**config.mk**
```make
export PLATFORM = sky130hd
export DESIGN_NAME = bigreg_sequencer
export DESIGN_NICKNAME = d
export VERILOG_FILES = /design/src/rtl/bigreg_sequencer.sv
export SDC_FILE = /design/constraint.sdc
export NUM_CORES = 1
export LEC_CHECK = 0
export CORE_AREA = 2 2 308 310
export CTS_BUF_LIST = sky130_fd_sc_hd__clkbuf_4 sky130_fd_sc_hd__clkbuf_8
export DETAILED_ROUTE_END_ITERATION = 6
export DIE_AREA = 0 0 310 312
export GPL_TIMING_DRIVEN = 0
export PLACE_DENSITY = 0.37
export SLEW_MARGIN = 20
export SYNTH_ARGS = -nofsm -noshare
export SYNTH_HDL_FRONTEND = slang
export SYNTH_SLANG_ARGS = --single-unit
```
**constraint.sdc**
```tcl
create_clock -name clk -period 3.55 [get_ports clk]
set_clock_uncertainty 0.15 [all_clocks]
set_input_delay 0.71 -clock clk [delete_from_list [all_inputs] [get_ports clk]]
set_output_delay 0.71 -clock clk [all_outputs]
set_load 0.005 [all_outputs]
```
**src/rtl/bigreg_sequencer.sv**
```systemverilog
`default_nettype none
// +----------------------------------------------------------------------------+
// | Module   : bigreg_sequencer                                                |
// | Purpose  : Services the processor-written multi-word mem_map registers     |
// |            (seeds, chan mux, sdc). Round-robin arbitration on each group's |
// |            valid freshbit, sequential word reads through one read port,    |
// |            wide-value hand-off on valid/ready, then freshbit clear.        |
// | Revision : 1.0  initial release                                            |
// +----------------------------------------------------------------------------+
module bigreg_sequencer #(
  parameter int MEM_SIZE   = 256,
  parameter int DATA_WIDTH = 16,
  parameter int MAX_WORDS  = 16
) (
  input  logic                              clk,
  input  logic                              rst_n,
  input  logic [MEM_SIZE-1:0]               fresh_bits,
  output logic                              rd_en,
  output logic [$clog2(MEM_SIZE)-1:0]       rd_addr,
  input  logic [DATA_WIDTH-1:0]             rd_data,
  output logic [MEM_SIZE-1:0]               clr_fresh,
  output logic [MAX_WORDS*DATA_WIDTH-1:0]   big_data,
  output logic [1:0]                        big_id,
  output logic                              big_valid,
  input  logic                              big_ready,
  output logic                              busy
);

  localparam int c_aw = $clog2(MEM_SIZE);
  localparam int c_kw = $clog2(MAX_WORDS);

  typedef enum logic [2:0] {
    S_IDLE    = 3'd0,
    S_READ    = 3'd1,
    S_DRAIN   = 3'd2,
    S_CLEAR   = 3'd3,
    S_PRESENT = 3'd4
  } state_t;

  // Fixed group table: first word index of each group.
  function automatic logic [c_aw-1:0] f_base(input logic [1:0] g);
    case (g)
      2'd0:    f_base = c_aw'(1);
      2'd1:    f_base = c_aw'(32);
      default: f_base = c_aw'(35);
    endcase
  endfunction

  // Index of the last word of each group (word count minus one).
  function automatic logic [c_kw-1:0] f_last(input logic [1:0] g);
    case (g)
      2'd0:    f_last = c_kw'(15);
      2'd1:    f_last = c_kw'(1);
      default: f_last = c_kw'(15);
    endcase
  endfunction

  // Clear mask covers the data words plus the valid index right after them.
  function automatic logic [MEM_SIZE-1:0] f_mask(input logic [1:0] g);
    int lo;
    int hi;
    lo = int'(f_base(g));
    hi = lo + int'(f_last(g)) + 1;
    for (int i = 0; i < MEM_SIZE; i++) begin
      f_mask[i] = (i >= lo) && (i <= hi);
    end
  endfunction

  // Group index 'off' positions after g, wrapping over the three groups.
  function automatic logic [1:0] f_rot(input logic [1:0] g, input int off);
    int s;
    s = int'(g) + off;
    if (s >= 3) s = s - 3;
    f_rot = 2'(s);
  endfunction

  state_t              r_state;
  logic [1:0]          r_rr_ptr;
  logic [c_kw-1:0]     r_k;
  logic [c_kw-1:0]     r_last;
  logic                r_cap_en;
  logic [c_kw-1:0]     r_cap_slot;

  logic [3:0]          w_pend;
  logic                w_gnt_ok;
  logic [1:0]          w_gnt;
  logic                w_unused;

  // Only the three valid indices drive arbitration; the rest are folded away.
  assign w_pend   = {1'b0, fresh_bits[51], fresh_bits[34], fresh_bits[17]};
  assign w_unused = ^fresh_bits;

  // Round-robin pick: the pending group closest to the pointer wins.
  always_comb begin
    w_gnt_ok = 1'b0;
    w_gnt    = 2'd0;
    for (int off = 2; off >= 0; off--) begin
      if (w_pend[f_rot(r_rr_ptr, off)]) begin
        w_gnt_ok = 1'b1;
        w_gnt    = f_rot(r_rr_ptr, off);
      end
    end
  end

  // Sequencer: grant, read words, drain last word, clear freshbits, present.
  always_ff @(posedge clk or negedge rst_n) begin
    if (!rst_n) begin
      r_state    <= S_IDLE;
      r_rr_ptr   <= 2'd0;
      r_k        <= '0;
      r_last     <= '0;
      r_cap_en   <= 1'b0;
      r_cap_slot <= '0;
      rd_en      <= 1'b0;
      rd_addr    <= '0;
      clr_fresh  <= '0;
      big_data   <= '0;
      big_id     <= 2'd0;
      big_valid  <= 1'b0;
      busy       <= 1'b0;
    end else begin
      // Read data returns one cycle after the strobe; remember which slot.
      r_cap_en   <= rd_en;
      r_cap_slot <= r_k;
      if (r_cap_en) begin
        big_data[int'(r_cap_slot)*DATA_WIDTH +: DATA_WIDTH] <= rd_data;
      end

      case (r_state)
        S_IDLE: begin
          if (w_gnt_ok) begin
            big_id   <= w_gnt;
            r_rr_ptr <= f_rot(w_gnt, 1);
            r_last   <= f_last(w_gnt);
            r_k      <= '0;
            rd_en    <= 1'b1;
            rd_addr  <= f_base(w_gnt);
            big_data <= '0;
            busy     <= 1'b1;
            r_state  <= S_READ;
          end
        end
        S_READ: begin
          if (r_k == r_last) begin
            rd_en   <= 1'b0;
            r_state <= S_DRAIN;
          end else begin
            r_k     <= r_k + c_kw'(1);
            rd_addr <= rd_addr + c_aw'(1);
          end
        end
        S_DRAIN: begin
          clr_fresh <= f_mask(big_id);
          r_state   <= S_CLEAR;
        end
        S_CLEAR: begin
          clr_fresh <= '0;
          big_valid <= 1'b1;
          r_state   <= S_PRESENT;
        end
        S_PRESENT: begin
          if (big_ready) begin
            big_valid <= 1'b0;
            busy      <= 1'b0;
            r_state   <= S_IDLE;
          end
        end
        default: begin
          r_state <= S_IDLE;
        end
      endcase
    end
  end

endmodule
`default_nettype wire

```
==> qor.csv, run 1 <==
metric,value,unit
status,finished clean,
critical path launch point type,register,
vias per cell,3.710,
register area share after synthesis,0.5053,
drt pass-1 iters,5,
setup slack after layout,0.3326,ns
max-cap violation count,0,
Critical Path RT,3.95,ns
fmax,310.8,MHz
Initial Util,0.1607,
multi-input combinational cell area,5592,um^2
core area,93050,um^2
worst-skew pair later-pin latency,0.64,ns
Area Growth Syn to Fin,49.21,%
num ports,800,
worst-path maximum fanout,10,
clock buffer depth,3,
initial antenna violation count,6,
period utilization,0.9063,
met1 usage,0.1698,
Clock Sinks,302,
met2 Usage GRT,0.2146,
Hold Path Class,reg2reg,
"CP delay by family, top",buffers and inverters,
GRT Overall Usage,0.1336,
Synth Warn #,0,
worst-path cell chain,"buf_2, nor3_1, ha_1, nor2b_1, clkbuf_1, o211a_1, clkbuf_1, nand3_1, a21oi_1",
CP most frequent cell,clkbuf_1,
number of flops mapped to enable cells by yosys,0,
#FFs+latches synth,302,
"Hold Violations, Final",0,
Final HPWL DP,49460,um
Worst VDD drop,294.3,uV
RSZ-0062 raised after global routing,no,
Clock Pin Slew Worst Setup and Hold Paths,0.06,ns
max-slew violation count,0,
Avg Inst Size Synth,8.950,um^2
global-route wire length before repair,92860,um
asr flop ratio synth,1.000,
gpl congestion,0.7574,
final WL,66810,um
slew of the pin with the lowest slew margin,1.201,ns
Post-Place Setup Slack,-0.002314,ns
"Slowest-stage cell, CP",clkbuf_1,
Synth cell types,54,
largest net degree at the start of global routing,93,
post-synth top area share,0.5053,
"slowest stage delay, CP",0.53,ns
flip-flop and latch area,7557,um^2
endpoint type of the worst setup path,register,
Remaining DRCs,0,
Setup-failing EPs final,0,
DIE HEIGHT,312,um
cell with the most instances after synthesis,dfrtp_1,
Yosys top cell by area,dfrtp_1,
synth cell count leaders,"302 x dfrtp_1, 265 x a21oi_1, 252 x buf_4",
TritonCTS buffer count,66,
Final min period,3.217,ns
cells after synthesis,1671,
Cell Pwr Density,632.9,nW/um^2
PortBufs,338,
Synth Cell Area,14960,um^2
top_reg_cell synth,dfrtp_1,
layout cells sized above 1,0.1991,
Final Power,14.12,mW
worst slew margin relative to its limit,0.1991,
nets,2568,
"antenna viol nets, final",0,
number of global-route vias before repair,12980,
Overflow after GRT,0,
die area,96720,um^2
WP buf/inv,3,
Die Wd,310,um
"top cells by area, synth","dfrtp_1 51%, buf_4 13%, a21oi_1 8.9%, nor2_1 6.2%, nand3_1 5.2%",
root buf cell,clkbuf_8,
via count,13290,
WL per Instance,18.66,um
CTS H-tree depth,3,
Top Usage Layer GRT,met2,
placement row count,112,
hold_ws,0.3235,ns
Lkg Pwr,10.08,nW
met3 usage,0.04123,
crit path DAT,3.61,ns
Iteration-0 DRC Markers,755,
critical path class,reg2reg,
Filler Cell Count,10210,
CTS tree,done,
==> final timing paths <==
| path | startpoint | end | slack, ns | cells after the start |
|---|---|---|---|---|
| max | r_cap_slot[0]$_DFF_PN0_ | big_data[248]$_DFF_PN0_ | 0.33 | 9 |
| min | r_k[3]$_DFFE_PN0P_ | r_cap_slot[3]$_DFF_PN0_ | 0.32 | 0 |
| max reg2reg | r_cap_slot[0]$_DFF_PN0_ | big_data[248]$_DFF_PN0_ | 0.33 | 9 |
| min reg2reg | r_k[3]$_DFFE_PN0P_ | r_cap_slot[3]$_DFF_PN0_ | 0.32 | 0 |
| max in group asynchronous | rst_n | big_data[189]$_DFF_PN0_ | 1.48 | 4 |
| min in group asynchronous | rst_n | big_data[235]$_DFF_PN0_ | 0.46 | 2 |
==> cell usage in the layout (no fill, tap or decap), types with 6 or more instances in the layout <==
master           Yosys  layout
ha_1                16      16
clkbuf_8             0      78
nor2_1             247     247
a21oi_1            265     265
inv_1               11      11
dfrtp_1            302     302
o21ai_0             12      12
nand2_1            184     184
buf_2               24      24
clkinvlp_4           0       6
nand3_1            154     152
nand2b_1             7       7
or2_2               10      10
buf_6               21      21
clkbuf_4             0      22
buf_4              252     254
nor3_1              12      11
clkdlybuf4s50_1      0     337
conb_1               1     192
clkbuf_2             2      18
clkbuf_1            67      51
and2_1              10      10
a21o_1               8       8
o211ai_1             8       8
==> state kept, by name, indices dropped and copies added (netlist names) <==
| name | cells |
|---|---|
| big_valid | 1 |
| r_k | 4 |
| big_data | 256 |
| rd_en | 1 |
| r_cap_en | 1 |
| r_last | 2 |
| r_cap_slot | 4 |
| clr_fresh | 17 |
| r_rr_ptr | 2 |
| r_state | 3 |
| busy | 1 |
| rd_addr | 8 |
| big_id | 2 |
==> cell families after synthesis <==
| group | synth area share |
|---|---|
| AO/OA/AOI/OAI | 0.1142 |
| flip-flops | 0.5053 |
| buffers and inverters | 0.1706 |
| other | 0.0002507 |
| AND/OR/NAND/NOR | 0.1899 |
| adder cells (fa/ha/maj) | 0.01405 |
| XOR/XNOR | 0.003514 |
| multiplexers | 0.002175 |
==> metrics by stage <==
| stage | util | area, um^2 | setup TNS, ns | instances |
|---|---|---|---|---|
| 2_1_floorplan | - | 15670 | 0 | 1862 |
| 3_3_place_gp | 0.2217 | 20620 | -3760.32 | 3454 |
| 3_5_place_dp | 0.2236 | 20800 | -0.003707 | 3461 |
| 4_1_cts | 0.2395 | 22290 | 0 | 3579 |
| 5_1_grt | 0.2398 | 22310 | 0 | 3580 |
| 6_report | 0.2398 | 22320 | 0 | 3581 |
==> metal layers <==
metal / wire length (um) / part of all wire
met5: 53 / 0.00079
met4: 1990 / 0.030
met2: 31080 / 0.47
met3: 5906 / 0.088
met1: 27780 / 0.42
==> final cells by class <==
type / count / share of cell area
Timing Repair Buffer: 347 / 0.1593
Sequential cell: 302 / 0.3387
Clock inverter: 17 / 0.01026
Inverter: 11 / 0.001850
Tap cell: 1254 / 0.07031
Multi-Input combinational cell: 1183 / 0.2506
Clock buffer: 100 / 0.05551
Buffer: 366 / 0.1134
Antenna cell: 1 / 0.0001121
==> power breakdown <==
part           leakage, nW  internal [mW]  total (mW)  switching (mW)
Combinational         5.15           2.21        5.59            3.38
Sequential            4.16           3.83        4.20           0.374
Clock                0.758           2.59        4.34            1.74
==> worst register-to-register path, cell delays in order, from the launching register on <==
cell	delay, ns
dfrtp_1	0.42
buf_2	0.21
nor3_1	0.19
ha_1	0.26
nor2b_1	0.16
clkbuf_1	0.53
o211a_1	0.47
clkbuf_1	0.40
nand3_1	0.15
a21oi_1	0.18
==> what timing repair did <==
item / 4_1_cts / 5_1_grt
hold buffers: 1 / 0
buffers inserted: 0 / 1
resized for setup: 1 / 5
pin swaps: 0 / 1
hold endpoints to repair: 66 / 0
endpoints found under the setup margin: 7 / 8
(Power assumes the default switching activity.)
==> inputs of run 2 (changes only) <==
--- a/config.mk
+++ b/config.mk
@@ -5,12 +5,11 @@
 export SDC_FILE = /design/constraint.sdc
 export NUM_CORES = 1
 export LEC_CHECK = 0
-export CORE_AREA = 2 2 308 310
+export CORE_AREA = 2 2 310 312
 export CTS_BUF_LIST = sky130_fd_sc_hd__clkbuf_4 sky130_fd_sc_hd__clkbuf_8
 export DETAILED_ROUTE_END_ITERATION = 6
-export DIE_AREA = 0 0 310 312
-export GPL_TIMING_DRIVEN = 0
-export PLACE_DENSITY = 0.37
+export DIE_AREA = 0 0 312 314
+export PLACE_DENSITY = 0.36
 export SLEW_MARGIN = 20
 export SYNTH_ARGS = -nofsm -noshare
 export SYNTH_HDL_FRONTEND = slang
==> constraint.sdc (replaced) <==
create_clock -name clk -period 3 [get_ports clk]
set_clock_uncertainty 0.15 [all_clocks]
set_input_delay 0.6 -clock clk [delete_from_list [all_inputs] [get_ports clk]]
set_output_delay 0.6 -clock clk [all_outputs]
set_load 0.005 [all_outputs]
==> run 2 against run 1 <==
Wire length fell by 7.9%. Die area grew 1.3%. Via count down 7.3%. Critical endpoint is now clr_fresh[1]. Worst setup slack worse by 0.11 ns. Core utilization decreased by 1.9 points. Critical path type is now reg2out.
==> qor.csv, run 2 (synthesis results as in run 1) <==
metric,value,unit,change
status,finished clean,,
endpoint type of the worst setup path,primary output,,
Final HPWL DP,45330,um,-8.4%
R2R Path Start,r_cap_slot[1]$_DFF_PN0_,,
Worst R2R Setup Slack,0.33,ns,about the same
slew of the pin with the lowest slew margin,0.7836,ns,-0.4178 ns
sw frac,0.3796,,-0.009535
gpl congestion,0.7613,,+0.51%
period utilization,0.9255,,
Clock Sinks,302,,unchanged
Area Growth Syn to Fin,39.23,%,
WL per Instance,18.39,um,-1.4%
final WL,61520,um,-7.9%
placement row count,113,,+0.89%
Cell Pwr Density,769.0,nW/um^2,+22%
"Slowest-stage cell, CP",dfrtp_1,,
CTS H-tree depth,2,,-1
Remaining DRCs,0,,unchanged
"antenna viol nets, final",0,,unchanged
R2R depth,6,,-3
"commonest cells after routing, fill and taps aside","353 x clkdlybuf4s50_1, 302 x dfrtp_1, 265 x a21oi_1",,
layout cells sized above 1,0.1207,,-0.07838
Worst Hold Launch,r_k[3]$_DFFE_PN0P_,,
die area,97970,um^2,+1.3%
Final TNS setup,0,ns,unchanged
CTS tree,done,,
PortBufs,354,,+4.7%
Die Wd,312,um,+0.65%
max-cap violation count,0,,unchanged
WP buf/inv,1,,-2
Largest register FFs,256,,unchanged
critical path class,reg2out,,
largest registers,"big_data: 256 flops, clr_fresh: 17 flops, rd_addr: 8 flops",,
fmax,360.2,MHz,
via count,12320,,-7.3%
"CP delay by family, top",flip-flops,,
clock power share,0.309,,+0.002
clock buffer depth,3,,unchanged
vias per cell,3.683,,-0.74%
Lkg Pwr,8.934,nW,-11%
largest net degree at the start of global routing,85,,-8.6%
Biggest register,big_data,,
Clock Pin Slew Worst Setup and Hold Paths,0.06,ns,about the same
worst slew margin relative to its limit,0.4760,,+0.2769
num ports,800,,unchanged
DIE HEIGHT,314,um,+0.64%
Int Power,9.934,mW,+15%
Worst VDD drop,374.5,uV,+27%
sequential power share,0.311,,+0.013
worst-path maximum fanout,18,,+8
core area,94450,um^2,+1.5%
Final min period,2.776,ns,
hold depth,0,,unchanged
Overflow after GRT,0,,unchanged
Post-Place Setup Slack,0.07378,ns,+0.07609 ns
Setup-failing EPs final,0,,unchanged
initial antenna violation count,3,,-3
worst-path cell chain,clkdlybuf4s50_1,,
"slowest stage delay, CP",0.70,ns,+0.17 ns
max-slew violation count,0,,unchanged
reg2reg end,big_data[61]$_DFF_PN0_,,
Comb pwr share,0.379,,-0.017
critical path launch point type,register,,
worst-skew pair later-pin latency,0.69,ns,+0.05 ns
"Hold Violations, Final",0,,unchanged
Switch Pwr,6.078,mW,+11%
Hold Path Class,reg2reg,,
Initial Util,0.1584,,-0.002376
Iteration-0 DRC Markers,758,,+0.40%
"most common cell after layout, fill and taps aside",clkdlybuf4s50_1,,
Final Power,16.01,mW,+13%
GRT Overall Usage,0.1220,,-0.01157
root buf cell,clkbuf_8,,
global-route wire length before repair,88000,um,-5.2%
crit path DAT,2.03,ns,-1.58 ns
number of global-route vias before repair,12400,,-4.4%
drt pass-1 iters,5,,unchanged
Critical Path RT,2.25,ns,-1.70 ns
worst hold endpoint,r_cap_slot[3]$_DFF_PN0_,,
nets,2322,,-9.6%
TritonCTS buffer count,61,,-7.6%
RSZ-0062 raised after global routing,no,,
setup slack after layout,0.2235,ns,-0.1090 ns
-- run 2: cell count changes in the layout (fill, tap and decap cells not counted), sizes merged --
cell           change
clkbuf            -72
bufinv             -1
inv                -1
buf              -188
clkinv             +3
clkdlybuf4s50     +16
clkinvlp           -3
-- run 2: repair_timing --
action                                 in CTS  in global routing
hold buffers                                1                  0
endpoints found under the hold margin      72                  0
buffers inserted                            0                  0
gates resized for setup                     0                  0
-- run 2: metal layers --
layer | routed length, um | track usage | vias up | share of wire
met3 | 3640 | 0.02938 | 95 | 0.059
met1 | 27350 | 0.1591 | 5994 | 0.44
li1 | - | - | 5813 | -
met5 | 0 | 0 | - | 0
met2 | 29010 | 0.2003 | 420 | 0.47
met4 | 1523 | 0.03464 | 0 | 0.025
-- run 2: layout make-up --
| type | instances | area, um^2 |
|---|---|---|
| Antenna cell | 1 | 2.502 |
| Clock buffer | 97 | 1254 |
| Clock inverter | 15 | 182.7 |
| Fill cell | 10440 | 73620 |
| Inverter | 11 | 41.29 |
| Multi-Input combinational cell | 1183 | 5590 |
| Sequential cell | 302 | 7557 |
| Tap cell | 1265 | 1583 |
| Timing Repair Buffer | 472 | 4612 |
-- run 2: worst max path at each step --
stage | from | end | slack [ns] | cells past startpoint
floorplan | r_cap_slot[0]$_DFF_PN0_ | big_data[71]$_DFF_PN0_ | 0.57 | 10
finish | clr_fresh[17]$_DFFE_PN0P_ | clr_fresh[1] | 0.22 | 1
detailed placement | fresh_bits[34] | big_data[217]$_DFF_PN0_ | 0.07 | 7
global placement | fresh_bits[34] | big_data[215]$_DFF_PN0_ | 0.11 | 7
global route | clr_fresh[17]$_DFFE_PN0P_ | clr_fresh[1] | 0.04 | 1
CTS | clr_fresh[17]$_DFFE_PN0P_ | clr_fresh[1] | 0.06 | 1
-- run 2: worst register-to-register path, stage by stage (launching register included) --
cell and delay, ns:
dfrtp_1 0.47, inv_1 0.10, ha_1 0.26, xnor2_2 0.52, and3_1 0.73, nand3_1 0.18, a21oi_1 0.16
-- run 2: per-stage QoR --
stage / util / cells / hold WS (ns) / instance area [um^2]
final: 0.2205 / 3346 / 0.3219 / 20820
after global routing: 0.2204 / 3345 / 0.3523 / 20820
after CTS: 0.2204 / 3345 / 0.3211 / 20820
after detailed placement: 0.2051 / 3232 / 0.3069 / 19370
after global placement: 0.2051 / 3232 / 0.2817 / 19370
after floorplan: - / 1862 / 0.1544 / 15670
-- run 2: power groups by stage --
stage / clock network [mW] / registers (mW) / logic [mW]
after global placement: 0 / 5.05 / 6.18
final: 4.95 / 4.99 / 6.07
after detailed placement: 0 / 5.07 / 6.21
after CTS: 5.15 / 5.01 / 6.23
after floorplan: 0 / 4.93 / 3.63
after global routing: 5.33 / 5.07 / 6.67
==> inputs of run 3 (changes only) <==
==> constraint.sdc (replaced) <==
create_clock -name clk -period 3 [get_ports clk]
set_clock_uncertainty 0.15 [all_clocks]
set_input_delay 0.6 -clock clk [delete_from_list [all_inputs] [get_ports clk]]
set_output_delay 0.6 -clock clk [all_outputs]
set_load 0.01 [all_outputs]
==> results of run 3 <==
The final DEF is identical to that of run 2. Status: finished clean.
Among the figures that moved: setup slack after layout 0.2235 ns -> 0.1897 ns; total power 16.01 mW -> 16.29 mW; worst IR drop on VDD 374.5 uV -> 376.6 uV
